`config.mk`:
```
export PLATFORM = sky130hd
export DESIGN_NAME = hilo_muldiv_unit
export DESIGN_NICKNAME = d
export VERILOG_FILES = /design/src/rtl/hilo_muldiv_unit.sv
export SDC_FILE = /design/constraint.sdc
export NUM_CORES = 1
export LEC_CHECK = 0
export ABC_AREA = 1
export ABC_CLOCK_PERIOD_IN_PS = 7380
export BUFFER_PORTS_ARGS = -buffer_cell sky130_fd_sc_hd__buf_2
export CAP_MARGIN = 10
export CORE_MARGIN = 2
export CORE_UTILIZATION = 35
export CTS_CLUSTER_SIZE = 14
export DETAILED_ROUTE_END_ITERATION = 6
export PLACE_DENSITY = 0.55
export RECOVER_POWER = 25
export REMOVE_ABC_BUFFERS = 1
export SLEW_MARGIN = 40
export SYNTH_ARGS = -nofsm -noshare
export SYNTH_HDL_FRONTEND = slang
export SYNTH_SLANG_ARGS = --single-unit
export TNS_END_PERCENT = 30
```
`constraint.sdc`:
```
create_clock -name clk -period 7.38 [get_ports clk]
set_input_delay 0.738 -clock clk [delete_from_list [all_inputs] [get_ports clk]]
set_output_delay 0.738 -clock clk [all_outputs]
set_load 0.1 [all_outputs]
```
`src/rtl/hilo_muldiv_unit.sv`:
```
// hilo_muldiv_unit: iterative multiply/divide unit that owns the HI/LO register pair.
//   clk, reset          : clock, synchronous active-high reset
//   op_valid, op_code   : issue from EX (00 MULT, 01 MULTU, 10 DIV, 11 DIVU)
//   rs_val, rt_val      : multiplicand/dividend, multiplier/divisor
//   wb_hi_we, wb_lo_we  : MTHI/MTLO writes from WB carrying wb_data
//   id_reads_hilo       : ID holds an instruction touching HI/LO
//   hi_out, lo_out      : bypassed HI/LO toward ID
//   busy, done          : operation in flight / one-cycle completion pulse
//   stall_req           : freeze IF/ID/EX
module hilo_muldiv_unit #(
   parameter int XLEN            = 32,
   parameter int STEPS_PER_CYCLE = 1
) (
   input  logic            clk,
   input  logic            reset,
   input  logic            op_valid,
   input  logic [1:0]      op_code,
   input  logic [XLEN-1:0] rs_val,
   input  logic [XLEN-1:0] rt_val,
   input  logic            wb_hi_we,
   input  logic            wb_lo_we,
   input  logic [XLEN-1:0] wb_data,
   input  logic            id_reads_hilo,
   output logic [XLEN-1:0] hi_out,
   output logic [XLEN-1:0] lo_out,
   output logic            busy,
   output logic            done,
   output logic            stall_req
);
   localparam int N  = XLEN / STEPS_PER_CYCLE;
   localparam int CW = $clog2(N + 1);
   typedef enum logic [1:0] {IDLE, CALC, FIX} state_t;
   state_t            state_q, state_d;
   logic [CW-1:0]     cnt_q, cnt_d;
   logic [XLEN-1:0]   m_q, m_d, hi_q, hi_d, lo_q, lo_d;
   logic [2*XLEN-1:0] p_q, p_d, p_step, prod;
   logic              div_q, div_d, neg_q, neg_d, rneg_q, rneg_d, done_q, done_d;
   logic              sgn;
   logic [XLEN-1:0]   abs_rs, abs_rt, quo, rem, res_hi, res_lo;
   // One step on {upper,lower}. Multiply: shift-add with the multiplier in
   // the low half. Divide: restoring step with remainder high, quotient low.
   function automatic logic [2*XLEN-1:0] step(input logic [2*XLEN-1:0] p,
                                              input logic [XLEN-1:0] m,
                                              input logic dv);
      logic [XLEN:0] s, d;
      s = {1'b0, p[2*XLEN-1:XLEN]} + (p[0] ? {1'b0, m} : '0);
      d = p[2*XLEN-1:XLEN-1] - {1'b0, m};
      step = !dv ? {s, p[XLEN-1:1]}
           : d[XLEN] ? {p[2*XLEN-2:0], 1'b0}
           : {d[XLEN-1:0], p[XLEN-2:0], 1'b1};
   endfunction
   assign sgn    = ~op_code[0];
   assign abs_rs = (sgn & rs_val[XLEN-1]) ? -rs_val : rs_val;
   assign abs_rt = (sgn & rt_val[XLEN-1]) ? -rt_val : rt_val;
   always_comb begin
      p_step = p_q;
      for (int i = 0; i < STEPS_PER_CYCLE; i++) p_step = step(p_step, m_q, div_q);
   end
   // Sign fix-up. A zero divisor leaves the remainder equal to |rs|, so the
   // remainder sign correction already restores rs; only LO needs overriding.
   assign prod   = neg_q ? -p_q : p_q;
   assign quo    = p_q[XLEN-1:0];
   assign rem    = p_q[2*XLEN-1:XLEN];
   assign res_lo = !div_q ? prod[XLEN-1:0] : (m_q == '0) ? '1 : neg_q ? -quo : quo;
   assign res_hi = !div_q ? prod[2*XLEN-1:XLEN] : rneg_q ? -rem : rem;
   always_comb begin
      state_d = state_q;
      cnt_d   = cnt_q;
      m_d     = m_q;
      p_d     = p_q;
      div_d   = div_q;
      neg_d   = neg_q;
      rneg_d  = rneg_q;
      done_d  = 1'b0;
      hi_d    = wb_hi_we ? wb_data : hi_q;
      lo_d    = wb_lo_we ? wb_data : lo_q;
      case (state_q)
         IDLE: if (op_valid) begin
            div_d   = op_code[1];
            m_d     = op_code[1] ? abs_rt : abs_rs;
            p_d     = {{XLEN{1'b0}}, op_code[1] ? abs_rs : abs_rt};
            neg_d   = sgn & (rs_val[XLEN-1] ^ rt_val[XLEN-1]);
            rneg_d  = sgn & rs_val[XLEN-1];
            cnt_d   = '0;
            state_d = CALC;
         end
         CALC: begin
            p_d     = p_step;
            cnt_d   = cnt_q + 1'b1;
            state_d = (cnt_q == CW'(N - 1)) ? FIX : CALC;
         end
         FIX: begin
            hi_d    = res_hi;
            lo_d    = res_lo;
            done_d  = 1'b1;
            state_d = IDLE;
         end
         default: state_d = IDLE;
      endcase
   end
   always_ff @(posedge clk) begin
      if (reset) begin
         state_q <= IDLE;
         cnt_q   <= '0;
         m_q     <= '0;
         p_q     <= '0;
         div_q   <= 1'b0;
         neg_q   <= 1'b0;
         rneg_q  <= 1'b0;
         hi_q    <= '0;
         lo_q    <= '0;
         done_q  <= 1'b0;
      end else begin
         state_q <= state_d;
         cnt_q   <= cnt_d;
         m_q     <= m_d;
         p_q     <= p_d;
         div_q   <= div_d;
         neg_q   <= neg_d;
         rneg_q  <= rneg_d;
         hi_q    <= hi_d;
         lo_q    <= lo_d;
         done_q  <= done_d;
      end
   end
   assign busy      = state_q != IDLE;
   assign done      = done_q;
   assign stall_req = busy & (op_valid | id_reads_hilo);
   assign hi_out    = wb_hi_we ? wb_data : hi_q;
   assign lo_out    = wb_lo_we ? wb_data : lo_q;
endmodule

```
==> impl_metrics.toml, run 1 <==
[route]
drt_wl_total_mm = 77.2
firstDrtPassIters = 6
drc_errors = 0
via_count = 21200
drtIter0Drc = 2418
via_per_inst = 5.32
wl_per_cell_um = 19.4
drtAntennaViolNets = 0

[global_routing]
grt_pass1_wl_mm = 116
gr-total-overflow = 0
grtUsageTotal_pct = 28.2
grt_max_degree = 81
grt_pass1_vias = 18900
antenna_found_initial = 2

[synthesis]
synth_edf_count = 0
yosysWarnings = 0
synth.distinct_cells = 57
synth_most_common_cell = "nand2_1"
synth.ff_latch_count = 172
synthTopCellsByCount = "nand2_1, inv_1, nor2_1"
syn-cell-area_um2 = 18400
syn_area_per_cell_um2 = 5.72
netlist_instances = 3208
yosysSeqAreaShare_pct = 18.8
synth_area_leaders = "dfxtp_1, nand2_1, inv_1"
yosys.area.top_type = "dfxtp_1"
yosysTopAreaCellShare_pct = 18.8
ys.flop_type = "dfxtp_1"
async_flop_share_pct = 0

[hold_path]
hold_path_depth = 2
hold_path.class = "reg2reg"

[outcome]
status = "finished with violations"
violations = "max-capacitance violations, max-slew violations"

[cts]
cts.clk_slew.worst_paths_ns = 0.07
post-cts-setup-buffer-count = 0
cts_root_buf = "clkbuf_16"
cts_hold_buffers = 0
numCtsBuffers = 17
cts.path.max_buffers = 2
cts_tree = "yes"
cts_max_level = 4
cts_resized = 0
cts_sinks = 172
clkLatencyLatePin_ns = 0.50

[floorplan]
core-area_um2 = 51600
num_rows = 83
fp.dieW_um = 233
num_io_pins = 171
fp.dieArea_um2 = 54300
fp.dieH_um = 233
initial_core_util_pct = 35.6

[sta]
rsz0062_at_grt = "false"
finalHoldViolCount = 0
tns_ns = 0
post-route-period-util_pct = 66.1
setup_viol = 0
fmax_ghz = 0.205
skew_ns = 0.0118
finalCriticalPeriod_ns = 4.88
tightestPinTransition_ns = 3.65
hold_slack_ns = 0.488
slew_headroom_pct = -144
maxSlewViolCount = 238
timing.final.ws_setup_ns = 2.50

[placement]
gp_congestion = 0.984
portBuffers = 170
dpl-instance-area_um2 = 19700
place_ws_ns = 3.96
dp_hpwl_mm = 60.7
dp.cells = 3956

[finish]
final_util_pct = 39.3
stdcell_count = 3988
fin_area_um2 = 20300
drive_gt1_share_pct = 10.7
num_antenna_cells = 0
nNetsFinal = 3470
syn2layout_area_growth_pct = 10.4

[worst_setup_path]
timing.critical_path.from_type = "input pin"
crit_path_end = "lo_q[3]$_SDFF_PP0_"
worstSetupPathType = "in2reg"
worst-path-max-fanout = 80
critPathCaptureType = "flop"
r2r_start = "p_q[0]$_SDFFE_PP0P_"
ff2ff_path_depth = 18
ff2ff_setup_slack_ns = 3.95
crit_required_ns = 7.79
crit_start = "reset"
arrival_ns = 5.29
worst_r2r_endpoint = "p_q[59]$_SDFFE_PP0P_"

[flow_run]
max_cap_violations = 5

[power]
power.total_mw = 3.73
p_per_area_nw_per_um2 = 184
peakVddDrop_mv = 0.146
p_leak_nw = 10.2
[cell type report]
class | count | area [µm²]
clock buffers | 20 | 447
clock inverters | 12 | 128
fillers | 5840 | 31300
inverters | 493 | 1850
multi-input cells | 2418 | 12500
flip-flops and latches | 172 | 3450
well taps | 680 | 851
repair buffers | 193 | 1000
[how the worst min path moves through the flow]
stage	start	end	slack [ns]
floorplan	cnt_q[5]$_SDFFE_PP0P_	state_q[1]$_SDFFE_PP0P_	0.45
global placement	cnt_q[3]$_SDFFE_PP0P_	cnt_q[3]$_SDFFE_PP0P_	0.48
detailed placement	cnt_q[3]$_SDFFE_PP0P_	cnt_q[3]$_SDFFE_PP0P_	0.48
CTS	cnt_q[3]$_SDFFE_PP0P_	cnt_q[3]$_SDFFE_PP0P_	0.49
global route	cnt_q[0]$_SDFFE_PP0P_	cnt_q[0]$_SDFFE_PP0P_	0.52
finish	cnt_q[4]$_SDFFE_PP0P_	cnt_q[4]$_SDFFE_PP0P_	0.49
[per-layer routing]
metal	global-route usage, %	part of all wire, %
met5	0	0.014
met2	42.2	42
met1	41.0	46
met4	9.16	2.9
met3	4.26	9.0
[registers in the layout, summed over array words and instances (netlist names)]
name,count
neg_q,1
state_q,2
hi_q,32
cnt_q,6
lo_q,32
div_q,1
done,1
p_q,64
m_q,32
rneg_q,1
[cell usage in the layout (no fill, tap or decap), types with 7 or more instances in the layout]
master and count:
a21boi_0 7, a21oi_1 204, a31oi_1 23, buf_2 163, buf_4 20, clkbuf_1 12, clkbuf_16 17, dfxtp_1 170
ha_1 69, inv_1 481, mux2_2 54, nand2_1 899, nand2_2 20, nand3_1 257, nand3b_1 19, nand4_1 30
nor2_1 294, nor2_2 8, nor3_1 38, nor4_1 12, o211ai_1 47, o211ai_2 8, o21ai_0 236, o21bai_1 10
o221ai_1 10, or2_2 12, xnor2_1 13, xor2_1 83
[cell families (layout without fill, tap and decap cells)]
logic type | count (synthesis) | count (layout) | share of synthesized area (%)
and+or+nand+nor | 1613 | 1613 | 37.3
buffers and inverters | 618 | 718 | 13.1
AOI/OAI and AO/OA | 584 | 584 | 18.1
DFF | 172 | 172 | 18.8
xor gates and xnor gates | 96 | 96 | 4.58
adders and majority gates | 71 | 71 | 4.92
muxes | 54 | 54 | 3.31
[power by group]
part,switching (mW),leakage (nW),internal [mW]
clock,0.457,0.272,0.482
sequential,0.102,1.42,0.994
combinational,1.24,8.51,0.461
[worst max-delay path: stages]
cell and delay (ns):
clkbuf_1 0.11, clkinvlp_2 0.97, clkbuf_1 2.63, o21ai_0 0.37, a31oi_1 0.32
No activity file was read; power rests on OpenSTA's default activity.
==> run 2: changes to the inputs <==
--- a/config.mk
+++ b/config.mk
@@ -6,7 +6,7 @@
 export NUM_CORES = 1
 export LEC_CHECK = 0
 export ABC_AREA = 1
-export ABC_CLOCK_PERIOD_IN_PS = 7380
+export ABC_CLOCK_PERIOD_IN_PS = 5100
 export BUFFER_PORTS_ARGS = -buffer_cell sky130_fd_sc_hd__buf_2
 export CAP_MARGIN = 10
 export CORE_MARGIN = 2
==> constraint.sdc (replaced) <==
create_clock -name clk -period 5.1 [get_ports clk]
set_input_delay 0.51 -clock clk [delete_from_list [all_inputs] [get_ports clk]]
set_output_delay 0.51 -clock clk [all_outputs]
set_load 0.1 [all_outputs]
==> impl_metrics.toml, run 2 (synthesis results as in run 1) <==
[route]
drc_errors = 0
drtIter0Drc = 2299
via_per_inst = 5.33
via_count = 21300
drt_wl_total_mm = 78.3
firstDrtPassIters = 6
drtAntennaViolNets = 0
wl_per_cell_um = 19.6

[worst_setup_path]
worst-path-max-fanout = 37
timing.critical_path.from_type = "input pin"
arrival_ns = 3.57
crit_required_ns = 4.59
worstSetupPathType = "in2out"
ff2ff_path_depth = 8
critPathCaptureType = "primary output"

[power]
p_per_area_nw_per_um2 = 267
power.share.sequential_pct = 29.5
pwr-share-comb_pct = 45.4
p_leak_nw = 10.1
pwr-share-clk_pct = 25.1
p_sw_share_pct = 48.1
switchingPower_mw = 2.60
internal_power_mw = 2.80
peakVddDrop_mv = 0.246

[hold_path]
hold_path.class = "in2reg"
hold_path_depth = 3

[finish]
regMostFlops = "p_q"
stdcell_count = 3986
layout_common_cells = "nand2_1, inv_1, nor2_1"
fin_area_um2 = 20200
layout_commonest_cell = "nand2_1"
syn2layout_area_growth_pct = 10.1
fill_cells = 5884
largest_reg_flops = 64
drive_gt1_share_pct = 9.50
nNetsFinal = 3468
num_antenna_cells = 0

[sta]
finalCriticalPeriod_ns = 4.08
timing.final.ws_setup_ns = 1.02
post-route-period-util_pct = 80.1
rsz0062_at_grt = "false"
finalHoldViolCount = 0
skew_ns = 0.0175
slew_headroom_pct = -71.9
tightestPinTransition_ns = 2.58
setup_viol = 0
fmax_ghz = 0.245
tns_ns = 0
maxSlewViolCount = 122

[global_routing]
gr-total-overflow = 0
grt_max_degree = 80
grt_pass1_vias = 19000
grtUsageTotal_pct = 28.5
antenna_found_initial = 1
grt_pass1_wl_mm = 117

[outcome]
status = "finished with violations"
violations = "max-capacitance violations, max-slew violations"

[cts]
numCtsBuffers = 17
cts_hold_buffers = 0
post-cts-setup-buffer-count = 0
cts_max_level = 4
cts_tree = "yes"
cts.path.max_buffers = 2
clkLatencyLatePin_ns = 0.50
cts_root_buf = "clkbuf_16"
cts_sinks = 172
cts_resized = 0
cts.clk_slew.worst_paths_ns = 0.08

[placement]
dp_hpwl_mm = 61.8
dpl-instance-area_um2 = 19700
dp.cells = 3954
gp_congestion = 0.979
portBuffers = 170
place_ws_ns = 2.00

[floorplan]
fp.dieArea_um2 = 54300
initial_core_util_pct = 35.6
core-area_um2 = 51600
num_io_pins = 171
fp.dieW_um = 233
num_rows = 83
fp.dieH_um = 233

[flow_run]
max_cap_violations = 3
==> run 2: final cells by class <==
cell class | count | area, µm² | area share, %
Sequential cell | 172 | 3450 | 17.1
Clock buffer | 19 | 453 | 2.24
Clock inverter | 13 | 129 | 0.638
Tap cell | 680 | 851 | 4.21
Inverter | 493 | 1850 | 9.16
Multi-Input combinational cell | 2418 | 12500 | 62.0
Timing Repair Buffer | 191 | 941 | 4.66
==> run 2: power groups by stage <==
stage	clock network, mW	logic (mW)	registers (mW)
2_1_floorplan	0	1.72	1.56
3_3_place_gp	0	2.42	1.62
3_5_place_dp	0	2.41	1.62
4_1_cts	1.37	2.42	1.59
5_1_grt	1.42	2.68	1.60
6_report	1.35	2.45	1.59
==> run 2: metal layers <==
metal | share of wire, % | GRT usage, % | vias up | wire length, µm
met3 | 8.3 | 4.63 | 98 | 6520
li1 | - | - | 10500 | -
met2 | 42 | 41.8 | 921 | 32600
met4 | 3.3 | 10.8 | 0 | 2560
met5 | 0 | 0 | - | 0
met1 | 47 | 41.4 | 9718 | 36600
==> run 2: stage by stage <==
step / hold WS (ns) / util (%) / total power, mW
2_1_floorplan: 0.445 / - / 3.27
3_3_place_gp: 0.465 / 38.2 / 4.04
3_5_place_dp: 0.470 / 38.2 / 4.03
4_1_cts: 0.273 / 39.3 / 5.38
5_1_grt: 0.307 / 39.2 / 5.71
6_report: 0.298 / 39.2 / 5.40
==> run 2: final timing paths <==
check                             to  slack, ns                     from
min reg2reg  state_q[1]$_SDFFE_PP0P_       0.49    cnt_q[5]$_SDFFE_PP0P_
max reg2reg     m_q[29]$_SDFFE_PP0P_       1.06  state_q[0]$_SDFFE_PP0P_
min              m_q[0]$_SDFFE_PP0P_       0.30                rt_val[0]
max                       lo_out[17]       1.02                 wb_lo_we
==> run 2: critical path, cell delays in order <==
cell,delay [ns]
clkbuf_1,1.69
mux2_2,0.46
clkbuf_1,0.88
==> run 3: changes to the inputs <==
--- a/config.mk
+++ b/config.mk
@@ -5,8 +5,8 @@
 export SDC_FILE = /design/constraint.sdc
 export NUM_CORES = 1
 export LEC_CHECK = 0
-export ABC_AREA = 1
-export ABC_CLOCK_PERIOD_IN_PS = 5100
+export ABC_AREA = 0
+export ABC_CLOCK_PERIOD_IN_PS = 4100
 export BUFFER_PORTS_ARGS = -buffer_cell sky130_fd_sc_hd__buf_2
 export CAP_MARGIN = 10
 export CORE_MARGIN = 2
==> constraint.sdc (replaced) <==
create_clock -name clk -period 4.1 [get_ports clk]
set_input_delay 0.41 -clock clk [delete_from_list [all_inputs] [get_ports clk]]
set_output_delay 0.41 -clock clk [all_outputs]
set_load 0.1 [all_outputs]
==> impl_metrics.toml, run 3 <==
[outcome]
status = "finished with violations"
violations = "max-capacitance violations, max-slew violations"

[hold_path]
min_from = "reset"
min_to = "hi_q[2]$_SDFF_PP0_"
hold_path_depth = 2
hold_path.class = "in2reg"

[flow_run]
max_cap_violations = 3

[worst_setup_path]
path_cells = "inv_1 > ha_1 > fa_1 > nand2b_1 > a21oi_1 > o41a_2 > a21oi_1 > o311a_4 > o31ai_4 > buf_12 > xor2_4 > buf_4 > mux2i_1 > a221o_1"
ff2ff_setup_slack_ns = 0.29
worst_r2r_endpoint = "p_q[34]$_SDFFE_PP0P_"
timing.critical_path.from_type = "flop"
slowest_delay_ns = 0.46
crit_required_ns = 4.44
critPathCaptureType = "flop"
cp_slowest_cell = "dfxtp_1"
r2r_start = "p_q[31]$_SDFFE_PP0P_"
arrival_ns = 4.15
cpMostUsedCell = "a21oi_1"
worst-path-max-fanout = 12
crit_family = "compound AO/OA/AOI/OAI gates"
crit_buf_inv = 3
worstSetupPathType = "reg2reg"
ff2ff_path_depth = 14

[synthesis]
syn_area_per_cell_um2 = 7.52
yosys.area.top_type = "dfxtp_1"
yosysSeqAreaShare_pct = 22.9
synth.ff_latch_count = 172
netlist_instances = 2000
yosysTopAreaCellShare_pct = 22.9
ys.flop_type = "dfxtp_1"
synthTopCellsByCount = "nor2_1, nand2_1, dfxtp_1"
syn-cell-area_um2 = 15000
synth.distinct_cells = 77
synth_most_common_cell = "nor2_1"
async_flop_share_pct = 0
synth_area_leaders = "dfxtp_1, nor2_1, ha_1"
synth_edf_count = 0
yosysWarnings = 0

[floorplan]
fp.dieH_um = 211
core-area_um2 = 42100
fp.dieArea_um2 = 44600
num_rows = 75
num_io_pins = 171
fp.dieW_um = 211
initial_core_util_pct = 35.7

[global_routing]
gr-total-overflow = 0
grtUsageTotal_pct = 25.0
antenna_found_initial = 0
grt_pass1_wl_mm = 86.0
grt_pass1_vias = 14500
grt_max_degree = 87

[finish]
drive_gt1_share_pct = 14.9
stdcell_count = 2664
layout_commonest_cell = "nor2_1"
seqCellArea_um2 = 3440
layout_common_cells = "nor2_1, nand2_1, dfxtp_1"
largest_reg_flops = 64
num_antenna_cells = 0
multi_input_comb_area_um2 = 10800
syn2layout_area_growth_pct = 14.0
regMostFlops = "p_q"
nNetsFinal = 2287
fill_cells = 4377

[cts]
cts.path.max_buffers = 2
cts_max_level = 4
clkLatencyLatePin_ns = 0.45
cts_tree = "yes"
cts_sinks = 172
cts_resized = 0
cts_hold_buffers = 0
numCtsBuffers = 17
cts_root_buf = "clkbuf_16"
cts.clk_slew.worst_paths_ns = 0.07

[placement]
place_ws_ns = 0.272
gp_congestion = 0.947
dp_hpwl_mm = 45.0
portBuffers = 170
dp.cells = 2629

[route]
via_per_inst = 5.85
wl_per_cell_um = 21.4
drtAntennaViolNets = 0
drc_errors = 0
drtIter0Drc = 1426
firstDrtPassIters = 7
via_count = 15600
drt_wl_total_mm = 56.9

[sta]
setup_viol = 0
timing.final.ws_setup_ns = 0.286
slew_headroom_pct = -31.9
skew_ns = 0.0121
rsz0062_at_grt = "false"
finalCriticalPeriod_ns = 3.81
maxSlewViolCount = 109
post-route-period-util_pct = 93.0
tightestPinTransition_ns = 1.98
fmax_ghz = 0.262
finalHoldViolCount = 0

[power]
p_per_area_nw_per_um2 = 329
p_leak_nw = 6.97
peakVddDrop_mv = 0.314
-- run 3: power by group --
group	internal, mW	total (mW)	switching [mW]
logic	0.646	2.04	1.40
clock network	0.914	1.69	0.779
registers	1.78	1.90	0.120
total	3.34	5.63	2.30
-- run 3: area by class of cell --
type                    count  area share (%)
multi-input cells        1623            63.2
well taps                 539            3.93
clock buffers              22            2.82
inverters                  62            1.36
flip-flops and latches    172            20.1
repair buffers            236            7.96
clock inverters            10           0.606
-- run 3: kinds of logic (layout without fill, tap and decap cells) --
| family | count (synthesis) | in the layout | share of synthesized area, % |
|---|---|---|---|
| AOI/OAI and AO/OA | 580 | 580 | 25.6 |
| xor gates and xnor gates | 168 | 168 | 9.96 |
| adders and majority gates | 71 | 71 | 6.01 |
| buffers and inverters | 205 | 330 | 5.23 |
| DFF | 172 | 172 | 22.9 |
| muxes | 139 | 139 | 9.78 |
| and+or+nand+nor | 665 | 665 | 20.5 |
-- run 3: how the worst max path moves through the flow --
stage	from	endpoint	slack [ns]	cells after the start
floorplan	state_q[1]$_SDFFE_PP0P_	hi_q[1]$_SDFF_PP0_	-0.1	4
global placement	p_q[31]$_SDFFE_PP0P_	p_q[34]$_SDFFE_PP0P_	0.36	13
detailed placement	p_q[31]$_SDFFE_PP0P_	p_q[34]$_SDFFE_PP0P_	0.27	13
CTS	p_q[31]$_SDFFE_PP0P_	p_q[34]$_SDFFE_PP0P_	0.25	13
global route	p_q[31]$_SDFFE_PP0P_	p_q[34]$_SDFFE_PP0P_	0.15	14
finish	p_q[31]$_SDFFE_PP0P_	p_q[34]$_SDFFE_PP0P_	0.29	14
-- run 3: per-stage QoR --
| step | utilization [%] | cell area, µm² | setup TNS (ns) | hold slack, ns | power, mW |
|---|---|---|---|---|---|
| floorplan | - | 14500 | -0.0959 | 0.426 | 3.30 |
| detailed placement | 39.3 | 16600 | 0 | 0.458 | 3.95 |
| CTS | 40.7 | 17100 | 0 | 0.265 | 5.63 |
| finish | 40.7 | 17100 | 0 | 0.281 | 5.63 |
| global route | 40.7 | 17100 | 0 | 0.278 | 5.87 |
| global placement | 39.2 | 16500 | 0 | 0.445 | 3.93 |
-- run 3: metal layers --
metal  vias up  share of wire (%)  wire length, µm  global-route usage, %
met1      7389                 47            26500                   35.6
met3        77                7.3             4140                   4.03
met2       617                 44            24900                   38.4
li1       7495                  -                -                      -
met4         0                2.5             1420                   7.65
met5         -                  0                0                      0
-- run 3: repair_timing --
item	in CTS	in global routing
endpoints found under the hold margin	0	0
buffers inserted	0	2
setup endpoints to repair	0	1
